<file path="config.mk">
export PLATFORM = sky130hd
export DESIGN_NAME = spi_adc_responder
export DESIGN_NICKNAME = d
export VERILOG_FILES = /design/src/rtl/spi_adc_responder_pkg.sv /design/src/rtl/spi_adc_responder_sync_edge.sv /design/src/rtl/spi_adc_responder.sv
export SDC_FILE = /design/constraint.sdc
export NUM_CORES = 1
export LEC_CHECK = 0
export BUFFER_PORTS_ARGS = -buffer_cell sky130_fd_sc_hd__clkbuf_2
export CAP_MARGIN = 20
export CORE_ASPECT_RATIO = 0.6
export CORE_MARGIN = 10
export CORE_UTILIZATION = 55
export DETAILED_ROUTE_END_ITERATION = 16
export PLACE_DENSITY = 0.75
export SKIP_LAST_GASP = 1
export SYNTH_ARGS = -nofsm -noshare
export SYNTH_HDL_FRONTEND = slang
export SYNTH_SLANG_ARGS = --single-unit
</file>
<file path="constraint.sdc">
create_clock -name CLK -period 3.9 [get_ports CLK]
set_clock_uncertainty 0.1 [all_clocks]
set_input_delay 0.975 -clock CLK [delete_from_list [all_inputs] [get_ports CLK]]
set_output_delay 0.975 -clock CLK [all_outputs]
set_load 0.01 [all_outputs]
</file>
<file path="src/rtl/spi_adc_responder_pkg.sv">
// Shared definitions for the lock-in front-end SPI ADC responder.
// Frame length matches the SPI master in the lock-in top level.
package spi_adc_responder_pkg;

  localparam int SPI_WIDTH = 16;
  localparam int SPI_SYNC  = 2;

  typedef enum logic [1:0] {
    ST_IDLE   = 2'd0,
    ST_ACTIVE = 2'd1,
    ST_DONE   = 2'd2
  } state_t;

endpackage

</file>
<file path="src/rtl/spi_adc_responder_sync_edge.sv">
// Multi-flop synchronizer with rise/fall detection on the synced value.
// The reset value is a parameter so idle lines come up without edges.
module sync_edge #(
  parameter int   STAGES  = 2,
  parameter logic RST_VAL = 1'b0
) (
  input  logic clk,
  input  logic rst,
  input  logic d,
  output logic q,
  output logic rise,
  output logic fall
);

  logic [STAGES-1:0] sr;
  logic              prev;

  always_ff @(posedge clk) begin
    if (rst) begin
      sr   <= {STAGES{RST_VAL}};
      prev <= RST_VAL;
    end else begin
      sr[0] <= d;
      for (int i = 1; i < STAGES; i++) begin
        sr[i] <= sr[i-1];
      end
      prev <= sr[STAGES-1];
    end
  end

  assign q    = sr[STAGES-1];
  assign rise = q & ~prev;
  assign fall = ~q & prev;

endmodule

</file>
<file path="src/rtl/spi_adc_responder.sv">
// SPI mode-0 slave standing in for the lock-in ADC: shifts a queued
// sample out on miso and captures the concurrent mosi word.
module spi_adc_responder
  import spi_adc_responder_pkg::*;
#(
  parameter int WIDTH       = SPI_WIDTH,
  parameter int SYNC_STAGES = SPI_SYNC
) (
  input  logic             CLK,
  input  logic             RST,
  input  logic             ss,
  input  logic             sck,
  input  logic             mosi,
  output logic             miso,
  input  logic [WIDTH-1:0] sample_in,
  input  logic             sample_valid,
  output logic             sample_ready,
  output logic [WIDTH-1:0] rx_data,
  output logic             rx_valid,
  output logic             underrun,
  output logic             busy
);

  localparam int CW = $clog2(WIDTH + 1);
  localparam int FL = SYNC_STAGES + 1;

  logic ss_q, ss_rise, ss_fall;
  logic sck_q, sck_rise, sck_fall;
  logic mosi_q, mosi_rise_unused, mosi_fall_unused;

  state_t           state;
  logic [WIDTH-1:0] tx_shift;
  logic [WIDTH-1:0] rx_shift;
  logic [WIDTH-1:0] last_tx;
  logic [WIDTH-1:0] hold_reg;
  logic             hold_full;
  logic [CW-1:0]    bit_cnt;
  logic             rx_done;
  logic [FL-1:0]    flush;
  logic             armed;
  logic             start;
  logic             take;

  sync_edge #(.STAGES(SYNC_STAGES), .RST_VAL(1'b1)) u_ss (
    .clk  (CLK),
    .rst  (RST),
    .d    (ss),
    .q    (ss_q),
    .rise (ss_rise),
    .fall (ss_fall)
  );

  sync_edge #(.STAGES(SYNC_STAGES), .RST_VAL(1'b0)) u_sck (
    .clk  (CLK),
    .rst  (RST),
    .d    (sck),
    .q    (sck_q),
    .rise (sck_rise),
    .fall (sck_fall)
  );

  sync_edge #(.STAGES(SYNC_STAGES), .RST_VAL(1'b0)) u_mosi (
    .clk  (CLK),
    .rst  (RST),
    .d    (mosi),
    .q    (mosi_q),
    .rise (mosi_rise_unused),
    .fall (mosi_fall_unused)
  );

  // A start needs ss genuinely seen high since reset, not the reset value.
  assign start        = (state == ST_IDLE) && ss_fall && armed;
  assign take         = sample_valid && !hold_full;
  assign sample_ready = !hold_full;
  assign busy         = (state != ST_IDLE);

  always_ff @(posedge CLK) begin
    if (RST) begin
      state     <= ST_IDLE;
      tx_shift  <= '0;
      rx_shift  <= '0;
      last_tx   <= '0;
      hold_reg  <= '0;
      hold_full <= 1'b0;
      bit_cnt   <= '0;
      rx_data   <= '0;
      rx_done   <= 1'b0;
      rx_valid  <= 1'b0;
      underrun  <= 1'b0;
      miso      <= 1'b0;
      flush     <= '0;
      armed     <= 1'b0;
    end else begin
      flush    <= {flush[FL-2:0], 1'b1};
      rx_done  <= 1'b0;
      rx_valid <= rx_done;
      underrun <= 1'b0;
      if (flush[FL-1] && ss_q && sck_q == 1'b0)
        armed <= 1'b1;
      else if (flush[FL-1] && ss_q)
        armed <= 1'b1;

      unique case (state)
        ST_IDLE: begin
          miso <= 1'b0;
          if (start) begin
            state   <= ST_ACTIVE;
            bit_cnt <= '0;
            if (hold_full) begin
              tx_shift <= hold_reg;
              last_tx  <= hold_reg;
              miso     <= hold_reg[WIDTH-1];
            end else begin
              tx_shift <= last_tx;
              miso     <= last_tx[WIDTH-1];
              underrun <= 1'b1;
            end
          end
        end
        ST_ACTIVE: begin
          if (ss_rise) begin
            state <= ST_IDLE;
            miso  <= 1'b0;
          end else if (sck_rise) begin
            rx_shift <= {rx_shift[WIDTH-2:0], mosi_q};
            bit_cnt  <= bit_cnt + CW'(1);
            if (bit_cnt == CW'(WIDTH - 1)) begin
              rx_data <= {rx_shift[WIDTH-2:0], mosi_q};
              rx_done <= 1'b1;
              state   <= ST_DONE;
              miso    <= 1'b0;
            end
          end else if (sck_fall) begin
            tx_shift <= tx_shift << 1;
            miso     <= tx_shift[WIDTH-2];
          end
        end
        ST_DONE: begin
          miso <= 1'b0;
          if (ss_rise)
            state <= ST_IDLE;
        end
        default: begin
          state <= ST_IDLE;
          miso  <= 1'b0;
        end
      endcase

      // Frame start empties the register; a same-cycle offer refills it.
      if (start)
        hold_full <= 1'b0;
      if (take) begin
        hold_reg  <= sample_in;
        hold_full <= 1'b1;
      end
    end
  end

endmodule

</file>
# Word-level counts from Yosys, hierarchy flattened
# Index checks and enable logic that the tools add are counted.
# Widths: inputs -> output; s select.
[op_classes] add_sub_neg=1 n_mul=0 div=0 n_lt_le_gt_ge=0 eq_ne=13 n_shift=0 muxes=30 n_bitwise=13 n_reduce_logical=20
[ops] operator="$mux 15" n=4
[ops] operator="$pmux 15 s2" n=1
[ops] operator="$mux 16" n=1
[ops] operator="$mux 5" n=3
[ops] operator="$mux 1" n=13
[ops] operator="$ne 2x2->1 const B" n=6
[ops] operator="$reduce_and 4->1" n=3
[ops] operator="$mux 2" n=5
[ops] operator="$pmux 5 s2" n=1
[ops] operator="$not 1->1" n=9
[ops] operator="$ne 4x4->1 const B" n=2
[ops] operator="$reduce_bool 2->1" n=4
[ops] operator="$ne 3x3->1 const B" n=2
[ops] operator="$pmux 2 s3" n=1
[ops] operator="$add 5x1->5 const B" n=1
[ops] operator="$eq 5x4->1 const B" n=1
[ops] operator="$logic_and 1x1->1" n=5
[ops] operator="$reduce_and 5->1" n=1
[ops] operator="$and 1x1->1" n=4
[ops] operator="$reduce_and 2->1" n=2
[ops] operator="$reduce_or 4->1" n=1
[ops] operator="$reduce_and 3->1" n=1
[ops] operator="$reduce_or 3->1" n=1
[ops] operator="$eq 2x1->1 const B" n=1
[ops] operator="other kinds (4)" n=4
[totals] register_bits=102 latch_bits=0 ramBits=0 romBits=0 output_inout_bits=21 wordCells=97 mem_count=0

# Longest topological paths before layout
[depth] ltp_word=6 depth_mapped=8

# By module
# A second synthesis with hierarchy kept.
[hier_totals] cells_unflattened=486 hier_area_um2=4269.1
[modules_own_cells] module="spi_adc_responder" instances=1 cells_per_inst=462 area_per_inst_um2=3993.8 seq_area_each_um2=1881.8
[modules_own_cells] module="sync_edge at u_mosi ..." instances=2 cells_per_inst=8 area_per_inst_um2=91.3 seq_area_each_um2=60.1
[modules_own_cells] module="sync_edge at u_ss" instances=1 cells_per_inst=8 area_per_inst_um2=92.6 seq_area_each_um2=60.1

# Worst setup path before layout
# OpenSTA, ideal clock, no wires.
[synth_timing] path_kind="input to register" startpoint="in sample_valid" endpoint="reg hold_reg[15]" setup_ns=0.070 t_arrival_ns=1.745 t_required_ns=3.730 path_slack_ns=1.985 cell_stages=5 n_path_buf=2 cell_sequence="nor2b_1 -> clkbuf_1 -> clkbuf_1 -> nand2_1 -> a21oi_1"
[synth_between] elab_chain_len=1
[synth_rtl] item="start, declared" line_no="spi_adc_responder.sv:16" text="input logic sample_valid,"
[synth_rtl] item="$logic_and 1x1->1" line_no="spi_adc_responder.sv:73" text="assign take = sample_valid && !hold_full;"
[synth_rtl] item="end signal, assigned" line_no="spi_adc_responder.sv:153" text="hold_reg <= sample_in;"
[synth_rtl] item="end, declared" line_no="spi_adc_responder.sv:35" text="logic [WIDTH-1:0] hold_reg;"
# No other way between the ends.
# A chain may end at the register's enable or synchronous reset.

# Worst setup path after layout
[layout_timing] startpoint="reg state[1]" endpoint="out busy"
[layout_between] elab_chain_len=1
[layout_rtl] item="start, declared" line_no="spi_adc_responder.sv:31" text="state_t state;"
[layout_rtl] item="start signal, assigned" line_no="spi_adc_responder.sv:79" text="state <= ST_IDLE;"
[layout_rtl] item="start signal, assigned" line_no="spi_adc_responder.sv:107" text="state <= ST_ACTIVE;"
[layout_rtl] item="start signal, assigned" line_no="spi_adc_responder.sv:122" text="state <= ST_IDLE;"
[layout_rtl] item="$reduce_bool 2->1" line_no="spi_adc_responder.sv:75" text="assign busy = (state != ST_IDLE);"
[layout_rtl] item="end, declared" line_no="spi_adc_responder.sv:21" text="output logic busy"
# No other way between the ends.

==> results.md <==
- The run finished with clean final reports.
- The type of the setup path with the least slack is flop to output pin.
- For this run, asynchronously set or reset flops after synthesis account for 0%.
- The total global routing overflow is 0.
- After routing the design area is 4560 um2.
- In the final layout, the share of cells above drive strength 1 is 15.7%.
- The global-route usage over all layers is 16.2%.
- After Yosys synthesis, full adders, half adders and majority gates account for 0.624% of the synthesized area.
- The H-tree generated during clock tree synthesis spans 3 levels.
- The number of global-route vias before repair is 3107.
- In this run the cell area measured after placement is 4200 um2.
- The xor and xnor fraction of the mapped netlist area is 0%.
- The first global-routing pass estimated 14.8 mm of wire.
- Setup violations remaining at the end of the flow were counted as 0.
- During synthesis, Yosys emitted a total of 0 warnings.
- The maximum root-to-sink buffer count is 2.
- Dividing the final minimum period by the clock period gives 70.7%.
- The worst reg-to-reg path cell count is 4.
- The number of max-cap violations is 0.
- The clock tree from TritonCTS is done.
- Summing over every cut layer, the via total after detailed routing is 3235.
- The congestion estimate from routability-driven global placement came to 0.801.
- 0 antenna diodes ended up in the layout.
- Wires add up to 8.79 mm.
- Measured along the y axis, the die boundary spans 86.1 um.
- The pin count of the biggest net entering global routing is 75.
- The clock transition at the registers of the reported paths is 0.06 ns.
- The startpoint identified for the worst register-to-register timing path is state[1].
- The worst reg2reg path endpoint is tx_shift[14].
- The number of antenna violations at the first check in global routing is 0.
- In this run, synthesis inferred 0 flip-flops with an integrated enable.
- Sorting the synthesized cells by area gives the leading types as sky130_fd_sc_hd__dfxtp_1, sky130_fd_sc_hd__a21oi_1, sky130_fd_sc_hd__nand2_1.
- After the last flow step, the layout net total stands at 509.
- The synthesized netlist devotes 16.4% of its cell area to compound gates.
- Multiplexer cells account for 5.96% of the synthesized area.
- Clock tree synthesis inserted a total of 9 buffers.
- The capture point of the worst path is busy.
- The worst hold margin is 0.329 ns.
- The number of gates resized after CTS was 0.
- The worst-case IR drop observed on VDD is 256 uV.
- The post-CTS setup buffer count is 0.
- The number of placed I/O pins is 43.
- The overall die area is 11200 um2.
- Synthesis produced a netlist with a net count of 485.
- The transition time at the pin with the least slew margin is 0.963 ns.
- The simple logic cell fraction of the synthesized area is 20.9%.
- Once the floorplan was initialized, standard cells occupied 58.3% of the core.
- The final hold violation count is 0.
- After floorplanning, the core was sized to cover 6880 um2.
- Summed over all failing endpoints, the final setup total negative slack is 0 ns.
- The proportion of synthesized chip area in sequential cells is 51.0%.
- The largest area contributor in the synthesized netlist is sky130_fd_sc_hd__dfxtp_1.
- The floorplan has 23 rows.
- The utilization after layout is 66.3%.
- Derived from the worst setup path, the maximum achievable clock frequency is 363 MHz.
- The critical path launch point type is a flop.
- The number of instances in the synthesized netlist is 461.
- The kind of capture point of the worst setup path is an output pin.
- The tightest min-delay check is of the flop to flop type.
- Using the TritonRoute via totals, the vias-per-cell ratio works out to 5.61.
- The headroom to the max-slew limit is 35.7%.
- In the synthesized netlist the dominant register cell turns out to be sky130_fd_sc_hd__dfxtp_1.
- The data required time at the worst endpoint is 2.82 ns.
- The source-to-sink clock delay at the later pin of the worst-skew pair is 0.34 ns.
- Once detailed placement completed, the half-perimeter wirelength came to 5.75 mm.
- The time the final worst path needs with I/O delays and setup is 2.76 ns.
- Summing every instance area after synthesis gives 4010 um2.
- The analysis attributes to cell leakage a power of 1.72 nW.
- The root buffer cell chosen for the clock tree is sky130_fd_sc_hd__clkbuf_16.
- For flop-to-flop paths, the worst setup slack is 1.60 ns.
- For this run, design rule violations remaining after detail routing come to 0.
- Buffers placed on the I/O ports in this run total 42.
- Dividing the detail-routed wire length by the instance count gives 15.2 um.
- Along the worst hold path, the cell count comes to 1.
- Hold repair after CTS inserted 0 buffers.
- The number of DRC violations after detailed-routing iteration 0 is 255.
- In this run the horizontal extent of the chip is 130 um.
- The beginning of the critical path is state[1].
- The total power per unit cell area is 469 nW/um2.
- The max-slew violation count is 0.
- By area, the combinational part of the netlist is dominated by simple AND/OR/NAND/NOR gates.
- Setup repair after global routing left no endpoint under its margin.
- A synthesized cell averages 8.69 um2.
- The first TritonRoute pass finished after 5 iterations.
- The top cell type by area accounts for 51.0% of the synthesized area.
- The total clock sinks is 102.
- The area growth from synthesis to layout is 13.8%.
- The arrival time of the worst setup path is 1.68 ns.
- The number of library cell types mapped by synthesis is 34.
- Synthesis inferred 102 register bits.
- The largest fanout on the critical path is 23.
- The detail route stage leaves a number of antenna-violating nets equal to 0.
==> per-layer routing <==
metal  part of all wire, %  routed length, um  global-route usage, %  vias to the layer above
met2                    45               4000                   24.4                       68
met1                    47               4140                   20.7                     1519
met5                     0                  0                      0                        -
li1                      -                  -                      -                     1640
met3                   6.9                603                   7.25                        8
met4                  0.58                 51                   3.66                        0
==> area by class of cell <==
cell class              count  area [um2]
repair buffers             50         290
well taps                  87         109
flip-flops and latches    102        2040
inverters                   5        18.8
fillers                   575        2320
clock inverters             3        65.1
multi-input cells         317        1760
clock buffers              13         270
==> placed cells by master, fill, tap and decap left out, types with 3 or more instances in the layout <==
master and n:
sky130_fd_sc_hd__dfxtp_1 102, sky130_fd_sc_hd__nand2_1 83, sky130_fd_sc_hd__a21oi_1 67, sky130_fd_sc_hd__clkbuf_2 41, sky130_fd_sc_hd__nor2_1 34, sky130_fd_sc_hd__nand3_1 21, sky130_fd_sc_hd__mux2i_1 16, sky130_fd_sc_hd__nor3_1 14
sky130_fd_sc_hd__nor2b_1 13, sky130_fd_sc_hd__clkbuf_16 9, sky130_fd_sc_hd__a211oi_1 8, sky130_fd_sc_hd__a2111o_1 8, sky130_fd_sc_hd__mux2_2 7, sky130_fd_sc_hd__o211ai_1 6, sky130_fd_sc_hd__o41ai_1 6, sky130_fd_sc_hd__o21ai_0 6
sky130_fd_sc_hd__buf_4 6, sky130_fd_sc_hd__inv_1 5, sky130_fd_sc_hd__o21ai_1 5, sky130_fd_sc_hd__nand2b_1 4, sky130_fd_sc_hd__or2_2 3, sky130_fd_sc_hd__clkbuf_8 3
==> critical path: stages (launching register included) <==
cell and delay, ns:
sky130_fd_sc_hd__dfxtp_1 0.64, sky130_fd_sc_hd__buf_4 0.35, sky130_fd_sc_hd__inv_1 0.11, sky130_fd_sc_hd__nand2_1 0.08, sky130_fd_sc_hd__clkbuf_2 0.14
==> per-stage QoR <==
step           cells  total power [W]  worst slack [ns]
6_report         577          0.00214              1.14
5_1_grt          577          0.00221             0.988
4_1_cts          575          0.00215              1.15
3_5_place_dp     559          0.00118              1.50
3_3_place_gp     559          0.00117              1.55
2_1_floorplan    461          0.00115              1.98
==> cell families (layout without fill, tap and decap cells) <==
kind of cell / Yosys count / count (layout)
multiplexers: 23 / 23
flip-flops: 102 / 102
AO/OA/AOI/OAI: 109 / 109
AND/OR/NAND/NOR: 183 / 183
buffers and inverters: 42 / 71
adder cells (fa/ha/maj): 2 / 2
==> cell usage after synthesis (6+ instances only) <==
cell                       instances
sky130_fd_sc_hd__o211ai_1          6
sky130_fd_sc_hd__nor3_1           14
sky130_fd_sc_hd__mux2i_1          16
sky130_fd_sc_hd__nor2b_1          13
sky130_fd_sc_hd__a21oi_1          67
sky130_fd_sc_hd__nand2_1          83
sky130_fd_sc_hd__o41ai_1           6
sky130_fd_sc_hd__dfxtp_1         102
sky130_fd_sc_hd__mux2_2            7
sky130_fd_sc_hd__clkbuf_1         22
sky130_fd_sc_hd__a211oi_1          8
sky130_fd_sc_hd__nor2_1           34
sky130_fd_sc_hd__a2111o_1          8
sky130_fd_sc_hd__nand3_1          21
sky130_fd_sc_hd__buf_2             7
sky130_fd_sc_hd__o21ai_0           6
==> worst min-delay path by stage <==
stage                    start         end  slack [ns]
floorplan           u_ss.sr[0]  u_ss.sr[1]        0.29
global placement    u_ss.sr[0]  u_ss.sr[1]        0.30
detailed placement  u_ss.sr[0]  u_ss.sr[1]        0.30
CTS                 u_ss.sr[0]  u_ss.sr[1]        0.33
global route        u_ss.sr[0]  u_ss.sr[1]        0.36
finish              u_ss.sr[0]  u_ss.sr[1]        0.33
==> report_power, final <==
part / internal [W] / switching, W / leakage, nW / total (W)
Sequential: 0.00106 / 0.0000152 / 0.827 / 0.00107
Combinational: 0.0000329 / 0.0000468 / 0.732 / 0.0000797
Clock: 0.000614 / 0.000370 / 0.166 / 0.000984
Note: power is estimated with default switching activity, not from simulation.
